[src/rtl/fir_job_ctrl.sv]
// Sequences one FIR job: tap/ntaps commit, L-sample stream, M-1 zero flush, result count.
// Define FIR_JOB_CTRL_TIMEOUT_EN to enable the DRAIN watchdog and the o_err flag.
module fir_job_ctrl #(
   parameter int unsigned NTAPS = 8,
   parameter int unsigned IW    = 12,
   parameter int unsigned TW    = 12,
   parameter int unsigned LW    = 16,
   parameter int unsigned AW    = 3
) (
   input  logic                i_clk,
   input  logic                i_reset,
   input  logic                i_start,
   input  logic                i_abort,
   input  logic [3:0]          i_ntaps,
   input  logic [LW-1:0]       i_len,
   input  logic                i_tap_we,
   input  logic [AW-1:0]       i_tap_addr,
   input  logic [TW-1:0]       i_tap_wdata,
   input  logic                i_s_valid,
   input  logic [IW-1:0]       i_s_data,
   output logic                o_s_ready,
   output logic                o_fir_ce,
   output logic [IW-1:0]       o_fir_sample,
   output logic [NTAPS*TW-1:0] o_fir_taps,
   output logic                o_fir_tap_wr,
   output logic [3:0]          o_fir_ntaps,
   output logic                o_fir_ntaps_en,
   input  logic                i_fir_valid,
   output logic                o_busy,
   output logic                o_done,
   output logic                o_err
);

   typedef enum logic [2:0] {StIdle, StConfig, StStream, StFlush, StDrain, StDone} state_e;

   state_e          state_q, state_d;
   logic [LW-1:0]   len_q, len_d, in_cnt_q, in_cnt_d;
   logic [3:0]      m_q, m_d, flush_cnt_q, flush_cnt_d;
   logic [LW:0]     res_cnt_q, res_cnt_d, res_next, target;
   logic            ce_q, ce_d;
   logic [IW-1:0]   sample_q, sample_d;
   logic [TW-1:0]   taps_q [NTAPS];
   logic            hs, last_in, counting, res_inc, res_hit, tap_wr_en, timeout;

   assign hs        = (state_q == StStream) && i_s_valid;
   assign last_in   = (in_cnt_q + LW'(1)) == len_q;
   assign counting  = (state_q == StStream) || (state_q == StFlush) || (state_q == StDrain);
   assign target    = {1'b0, len_q} + (LW+1)'(m_q) - (LW+1)'(1);
   // Saturate at the target so surplus result strobes are ignored
   assign res_inc   = counting && i_fir_valid && (res_cnt_q != target);
   assign res_next  = res_cnt_q + (LW+1)'(res_inc);
   assign res_hit   = res_next == target;
   assign tap_wr_en = i_tap_we && (state_q == StIdle) && (32'(i_tap_addr) < NTAPS);

`ifdef FIR_JOB_CTRL_TIMEOUT_EN
   localparam logic [9:0] WdLimit = 10'd1021;
   logic [9:0] wd_q, wd_d;
   logic       err_q;

   // wd_q is the number of idle cycles since the last strobe, minus one
   always_comb begin
      wd_d = '0;
      if (counting && !i_fir_valid && wd_q != 10'h3ff) begin
         wd_d = wd_q + 10'd1;
      end
   end

   assign timeout = (state_q == StDrain) && !res_hit && !i_fir_valid && (wd_q >= WdLimit);

   always_ff @(posedge i_clk or posedge i_reset) begin
      if (i_reset) begin
         wd_q  <= '0;
         err_q <= 1'b0;
      end else begin
         wd_q <= wd_d;
         if (state_q == StIdle && i_start && !i_abort) begin
            err_q <= 1'b0;
         end else if (timeout && !i_abort) begin
            err_q <= 1'b1;
         end
      end
   end

   assign o_err = err_q;
`else
   assign timeout = 1'b0;
   assign o_err   = 1'b0;
`endif

   always_comb begin
      state_d     = state_q;
      len_d       = len_q;
      m_d         = m_q;
      in_cnt_d    = in_cnt_q;
      flush_cnt_d = flush_cnt_q;
      res_cnt_d   = res_next;
      ce_d        = 1'b0;
      sample_d    = '0;
      unique case (state_q)
         StIdle: begin
            if (i_start) begin
               len_d       = i_len;
               if (i_ntaps == 4'd0) begin
                  m_d = 4'd1;
               end else if (32'(i_ntaps) > NTAPS) begin
                  m_d = 4'(NTAPS);
               end else begin
                  m_d = i_ntaps;
               end
               in_cnt_d    = '0;
               flush_cnt_d = '0;
               res_cnt_d   = '0;
               state_d     = StConfig;
            end
         end
         StConfig: state_d = (len_q == '0) ? StDone : StStream;
         StStream: begin
            if (hs) begin
               ce_d     = 1'b1;
               sample_d = i_s_data;
               in_cnt_d = in_cnt_q + LW'(1);
               if (last_in) begin
                  if (m_q == 4'd1) begin
                     state_d = res_hit ? StDone : StDrain;
                  end else begin
                     state_d = StFlush;
                  end
               end
            end
         end
         StFlush: begin
            ce_d        = 1'b1;
            flush_cnt_d = flush_cnt_q + 4'd1;
            if (flush_cnt_d == m_q - 4'd1) begin
               state_d = res_hit ? StDone : StDrain;
            end
         end
         StDrain: begin
            if (res_hit || timeout) begin
               state_d = StDone;
            end
         end
         StDone:  state_d = StIdle;
         default: state_d = StIdle;
      endcase
      if (i_abort && state_q != StIdle) begin
         state_d  = StIdle;
         ce_d     = 1'b0;
         sample_d = '0;
      end
   end

   always_ff @(posedge i_clk or posedge i_reset) begin
      if (i_reset) begin
         state_q     <= StIdle;
         len_q       <= '0;
         m_q         <= 4'(NTAPS);
         in_cnt_q    <= '0;
         flush_cnt_q <= '0;
         res_cnt_q   <= '0;
         ce_q        <= 1'b0;
         sample_q    <= '0;
      end else begin
         state_q     <= state_d;
         len_q       <= len_d;
         m_q         <= m_d;
         in_cnt_q    <= in_cnt_d;
         flush_cnt_q <= flush_cnt_d;
         res_cnt_q   <= res_cnt_d;
         ce_q        <= ce_d;
         sample_q    <= sample_d;
      end
   end

   always_ff @(posedge i_clk or posedge i_reset) begin
      if (i_reset) begin
         for (int unsigned k = 0; k < NTAPS; k++) begin
            taps_q[k] <= '0;
         end
      end else if (tap_wr_en) begin
         taps_q[i_tap_addr] <= i_tap_wdata;
      end
   end

   for (genvar g = 0; g < NTAPS; g++) begin : g_taps
      assign o_fir_taps[g*TW +: TW] = taps_q[g];
   end

   assign o_s_ready      = state_q == StStream;
   assign o_fir_ce       = ce_q;
   assign o_fir_sample   = sample_q;
   assign o_fir_tap_wr   = state_q == StConfig;
   assign o_fir_ntaps_en = state_q == StConfig;
   assign o_fir_ntaps    = m_q;
   assign o_busy         = state_q != StIdle;
   assign o_done         = state_q == StDone;

endmodule

[config.mk]
export PLATFORM = sky130hd
export DESIGN_NAME = fir_job_ctrl
export DESIGN_NICKNAME = d
export VERILOG_FILES = /design/src/rtl/fir_job_ctrl.sv
export SDC_FILE = /design/constraint.sdc
export NUM_CORES = 1
export LEC_CHECK = 0
export CAP_MARGIN = 10
export CORE_AREA = 2 2 141 143
export CTS_CLUSTER_SIZE = 25
export DETAILED_ROUTE_END_ITERATION = 10
export DIE_AREA = 0 0 143 145
export PLACE_DENSITY = 0.74
export SLEW_MARGIN = 20
export SYNTH_ARGS = -nofsm -noshare
export SYNTH_HDL_FRONTEND = slang
export SYNTH_SLANG_ARGS = --single-unit
[constraint.sdc]
create_clock -name i_clk -period 6.25 [get_ports i_clk]
set_clock_uncertainty 0.2 [all_clocks]
set_input_delay 1.25 -clock i_clk [delete_from_list [all_inputs] [get_ports i_clk]]
set_output_delay 1.25 -clock i_clk [all_outputs]
set_load 0.02 [all_outputs]
After elaboration in Yosys (flattened, before gate mapping)

Cells that the tools add are included.
Widths: inputs -> output; s select.

$add $sub $neg: 6
Order comparisons: 3
Equal/unequal tests: 17
Muxes and demuxes: 28
Bitwise gates (word level): 1
Reductions and logical operators: 18

Operators by type and width:

| cell                  | number |
|---|---|
| $bwmux 96             | 1 |
| $mux 12               | 4 |
| $demux 12 s3          | 1 |
| $mux 17               | 2 |
| $mux 16               | 2 |
| $pmux 16 s2           | 1 |
| $mux 3                | 8 |
| $add 16x4->17         | 1 |
| $add 17x1->17         | 1 |
| $eq 17x17->1          | 1 |
| $ne 17x17->1          | 1 |
| $sub 17x1->17 const B | 1 |
| $add 16x1->16 const B | 1 |
| $eq 16x16->1          | 1 |
| $logic_not 16->1      | 1 |
| $pmux 3 s5            | 1 |
| $mux 4                | 3 |
| $ne 3x1->1 const B    | 3 |
| $pmux 4 s2            | 1 |
| $eq 3x2->1 const B    | 2 |
| $eq 3x3->1 const B    | 2 |
| $logic_and 1x1->1     | 6 |
| $ne 3x2->1 const B    | 2 |
| $reduce_and 5->1      | 1 |
| other kinds (20)      | 25 |

Register bits after elaboration: 169
Input bits: 54
Logic and storage cells: 89

Logic depth before layout (Yosys ltp)

Gate-level depths: netlist (run 1).

Word-level depth: 13
Mapped depth: 25

Worst setup path after synthesis (run 1)

Ideal clock, no wire load.

Kind: register to register
From: register m_q[1] (netlist: o_fir_ntaps[1])
To: register state_q[0]
Library setup time: 0.095 ns
Arrival time: 4.985 ns
Required time: 5.955 ns
Path slack: 0.970 ns
Stages on the path, launching flop included: 26
Buffers on the path: 0
Path through: dfrtp_1 inv_1 ha_1 inv_1 ha_1 inv_1 fa_1 and2b_1 o21a_1 o21ai_0 a41oi_1 nor2_1 xor2_1 and4_1 a31oi_1 ha_1 ha_1 nand3_1 nor4_4 nand3_1 xor2_1 nor4_1 o21ai_0 nor4_2 a221oi_2 o32ai_2

Longest elaborated chain between the ends: 12

RTL lines:

| item                   | line     | text |
|---|---|---|
| from (decl)            | 38       | `logic [3:0] m_q, m_d, flush_cnt_q, flush_cnt_d;` |
| from (signal assigned) | 157      | `m_q <= 4'(NTAPS);` |
| from (signal assigned) | 166      | `m_q <= m_d;` |
| $add 16x4->17          | 48       | `assign target = {1'b0, len_q} + (LW+1)'(m_q) - (LW+1)'(1);` |
| $sub 17x1->17          | 48       |  |
| $ne 17x17->1           | 50       | `assign res_inc = counting && i_fir_valid && (res_cnt_q != target);` |
| $logic_and 1x1->1      | 50       |  |
| $add 17x1->17          | 51       | `assign res_next = res_cnt_q + (LW+1)'(res_inc);` |
| $eq 17x17->1           | 52       | `assign res_hit = res_next == target;` |
| $mux 1                 | 124, 135 |  |
| $mux 3                 | 123      | `if (m_q == 4'd1) begin` |
| $mux 3                 | 122      | `if (last_in) begin` |
| $mux 3                 | 118      | `if (hs) begin` |
| $pmux 3 s5             | 99       | `unique case (state_q)` |
| $mux 3                 | 146      | `if (i_abort && state_q != StIdle) begin` |
| to (signal assigned)   | 155      | `state_q <= StIdle;` |
| to (signal assigned)   | 164      | `state_q <= state_d;` |
| to (decl)              | 36       | `state_e state_q, state_d;` |

Parallel ways exist; a longest one is shown, timed or not. The select of a mux whose other input is x is not followed.
A chain may end at the register's enable or synchronous reset.

Final worst setup path (run 1)

Same ends and word-level chain as after synthesis.

==> results.json, run 1 <==
{
  "grt_pass1_vias": 6965,
  "r2r_end": "state_q[0]$_DFFE_PP0P_",
  "postCtsSetupBuffers": 0,
  "area_growth_pct": 28.5,
  "worst_path_most_repeated_cell": "ha_1",
  "relSlewSlack": 0.314,
  "async_flop_share": 1.00,
  "hp-start": "o_fir_taps[42]$_DFFE_PP0P_",
  "postCtsHoldBufs": 0,
  "grt_pass1_wl_um": 38500,
  "syn-cell-area_sq_um": 9040,
  "synth_xor_area_frac": 0.0876,
  "drc_errors": 0,
  "ant_nets": 0,
  "dr.pass1.iters": 5,
  "ys.flop_type": "dfrtp_1",
  "yosys.area_share.simple": 0.151,
  "ff2ff_setup_slack_ps": 320,
  "core.rowCount": 51,
  "avgViaCountPerCell": 5.40,
  "worstHoldPathCells": 1,
  "finalSetupViolations": 0,
  "hold_violations": 0,
  "cp-start-kind": "flip-flop",
  "required_ps": 6390,
  "nets": 1088,
  "start_util": 0.471,
  "gp_congestion": 0.855,
  "worstPathMaxFanout": 6,
  "clockRootBuffer": "clkbuf_16",
  "worst_r2r_path_depth": 25,
  "outcome": "complete, no violations",
  "worstSetupPathType": "flip-flop to flip-flop",
  "crit_buf_inv": 3,
  "die_h_um": 145,
  "worst_pin_slew_ps": 1030,
  "core_area_sq_um": 19200,
  "grt_overflow": 0,
  "finalCritPeriodShare": 0.949,
  "numCtsBuffers": 17,
  "clk_latency_ps": 430,
  "grt_max_degree": 82,
  "crit_slowest_cell": "nor4_1",
  "cpPeakStageDelay_ps": 430,
  "clock_path_buffers": 2,
  "ys_ff_latch": 169,
  "io_pins": 173,
  "r2r-start": "o_fir_ntaps[1]$_DFFE_PP0P_",
  "antenna_found_initial": 1,
  "synth_edf_count": 0,
  "synth_top_family_by_area": "simple AND/OR/NAND/NOR gates",
  "min_path_type": "flip-flop to flip-flop",
  "stdcell_count": 1281,
  "muxShareOfSynthArea": 0.120,
  "avgRoutedWirePerCell_um": 18.6,
  "max_cap_violations": 0,
  "synth_cell_types": 81,
  "finalCriticalPeriod_ps": 5930,
  "num_vias": 6921,
  "rsz0062_at_grt": "no",
  "vdd_drop_max_uv": 280,
  "cp-end-kind": "flip-flop",
  "seq_area_frac_synth": 0.468,
  "clk_pin_slew_ps": 70,
  "numPortBuffers": 171,
  "max_clock_freq_mhz": 169,
  "fin_setup_tns_ps": 0,
  "cts_tree": "done",
  "leakagePower_nw": 4.98,
  "numClockSinks": 169,
  "syn-num-nets": 920,
  "dp.cells": 1248,
  "drv_slew": 0,
  "place_hpwl_um": 17600,
  "power.density_nw_per_um2": 584,
  "cts-htree-levels": 4,
  "synthAdderAreaFrac": 0.0451,
  "drive_gt1_frac": 0.165,
  "wirelength_um": 23800,
  "hold_end": "o_fir_taps[42]$_DFFE_PP0P_",
  "synth-compound-area-share": 0.0970,
  "grt_usage": 0.237,
  "cts_resized": 0,
  "postSynthCellCount": 834,
  "fillers": 1583,
  "synth_area_per_cell_sq_um": 10.8,
  "drt_iter0_drc": 356,
  "cp_top_family": "simple AND/OR/NAND/NOR gates",
  "ys_warn_count": 0,
  "die_w_um": 143,
  "die-area_sq_um": 20700,
  "critPathArrivalTime_ps": 6070
}
## cells by family (layout without fill, tap and decap cells)
group / Yosys count / after routing
and+or+nand+nor: 253 / 253
DFF: 169 / 169
AOI/OAI and AO/OA: 132 / 132
muxes: 96 / 96
xor gates and xnor gates: 85 / 85
buffers and inverters: 66 / 247
adders and majority gates: 32 / 32
other: 1 / 2
## cell type report
| type | instances | area, sq um | area share |
|---|---|---|---|
| clock inverters | 14 | 151 | 0.0130 |
| clock buffers | 18 | 439 | 0.0378 |
| inverters | 39 | 151 | 0.0130 |
| repair buffers | 176 | 1750 | 0.151 |
| well taps | 265 | 332 | 0.0286 |
| flip-flops and latches | 169 | 4230 | 0.364 |
| diodes | 1 | 2.50 | 0.000216 |
| multi-input cells | 599 | 4560 | 0.392 |
## cell usage after synthesis, types with 5 or more instances
master    count  area share
o31ai_1       8      0.0066
nor2b_1       6      0.0042
o21ai_0      62       0.034
buf_1         5      0.0021
and2_1       21       0.015
xnor2_1      51       0.049
a21o_1        5      0.0042
xor2_1       31       0.030
clkbuf_1     16      0.0066
a21oi_1      12      0.0066
nor2_1       61       0.025
nand3_1      27       0.015
nand2_1      52       0.022
nand3b_1      7      0.0058
ha_1         31       0.043
dfrtp_1     168        0.47
nor3_1       22       0.012
nor3b_1       5      0.0042
o211ai_1      5      0.0042
mux2_2       96        0.12
nor4_1        9      0.0062
nand4_1       7      0.0048
inv_1        39       0.016
and3_1        7      0.0048
## placed cells by master (no fill, tap or decap), types with 3 or more instances in the layout
cell             instances
clkdlybuf4s50_1        171
dfrtp_1                168
mux2_2                  96
o21ai_0                 62
nor2_1                  61
nand2_1                 52
xnor2_1                 51
inv_1                   38
xor2_1                  31
ha_1                    31
nand3_1                 27
nor3_1                  20
and2_1                  20
clkbuf_16               17
a21oi_1                 11
nor4_1                   9
o31ai_1                  8
nand3b_1                 7
and3_1                   7
nand4_1                  7
nor2b_1                  6
a21o_1                   5
o211ai_1                 5
inv_6                    5
inv_8                    5
buf_4                    5
o21a_1                   3
or3_1                    3
o311ai_0                 3
a31oi_1                  3
nor4_2                   3
nor3b_1                  3
## through the flow
step	instance area [sq um]	util	hold slack [ps]	power, mW	worst slack [ps]
floorplan	9040	-	269	4.34	227
global placement	11000	0.573	285	5.67	606
detailed placement	11000	0.573	293	5.69	423
CTS	11600	0.604	309	6.79	374
global route	11600	0.605	317	7.24	26.8
finish	11600	0.605	305	6.78	318
## how the worst max path moves through the flow
stage	start	endpoint	slack (ps)	depth (start not counted)
after CTS	o_fir_ntaps[1]$_DFFE_PP0P_	state_q[0]$_DFFE_PP0P_	370	25
final	o_fir_ntaps[1]$_DFFE_PP0P_	state_q[0]$_DFFE_PP0P_	320	25
after detailed placement	o_fir_ntaps[1]$_DFFE_PP0P_	state_q[0]$_DFFE_PP0P_	420	25
after global placement	o_fir_ntaps[1]$_DFFE_PP0P_	state_q[0]$_DFFE_PP0P_	610	25
after floorplan	i_reset	flush_cnt_q[0]$_DFFE_PP0P_	230	1
after global routing	o_fir_ntaps[1]$_DFFE_PP0P_	state_q[0]$_DFFE_PP0P_	30	25
## per-layer routing
metal / vias up / wire length [um] / track usage
met1: 3399 / 10700 / 0.332
met4: 0 / 648 / 0.0837
met5: - / 0 / 0
met3: 41 / 1230 / 0.0502
li1: 3278 / - / -
met2: 203 / 11200 / 0.366
## state kept, by name, indices dropped and copies added (netlist names)
signal / count
o_fir_taps: 96
res_cnt_q: 17
in_cnt_q: 16
len_q: 16
o_fir_sample: 12
flush_cnt_q: 4
o_fir_ntaps: 4
state_q: 3
o_fir_ce: 1
## power by group
group / switching [mW] / leakage [nW] / internal [mW]
Combinational: 2.13 / 2.54 / 1.81
Sequential: 0.282 / 2.15 / 1.50
Clock: 0.483 / 0.291 / 0.579
Total: 2.90 / 4.98 / 3.88
## worst reg2reg max path: cells and delay by family, from the launching register on
| kind | cells | cell delay (ps) |
|---|---|---|
| AND/OR/NAND/NOR | 8 | 2020 |
| AO/OA/AOI/OAI | 7 | 1370 |
| adder cells (fa/ha/maj) | 5 | 1290 |
| buffers and inverters | 3 | 250 |
| XOR/XNOR | 2 | 330 |
| flip-flops | 1 | 400 |
Power figures use the tool's default switching activity.
==> inputs of run 2 (changes only) <==
Settings changed: SKIP_LAST_GASP set to 1.
==> results of run 2 <==
Same layout as run 1: the final DEF is identical, and so are final timing and power.
==> inputs of run 3 (changes only) <==
Settings changed: SKIP_LAST_GASP 1 to unset.
==> results of run 3 <==
Same layout as run 1: the final DEF is identical, and so are final timing and power.
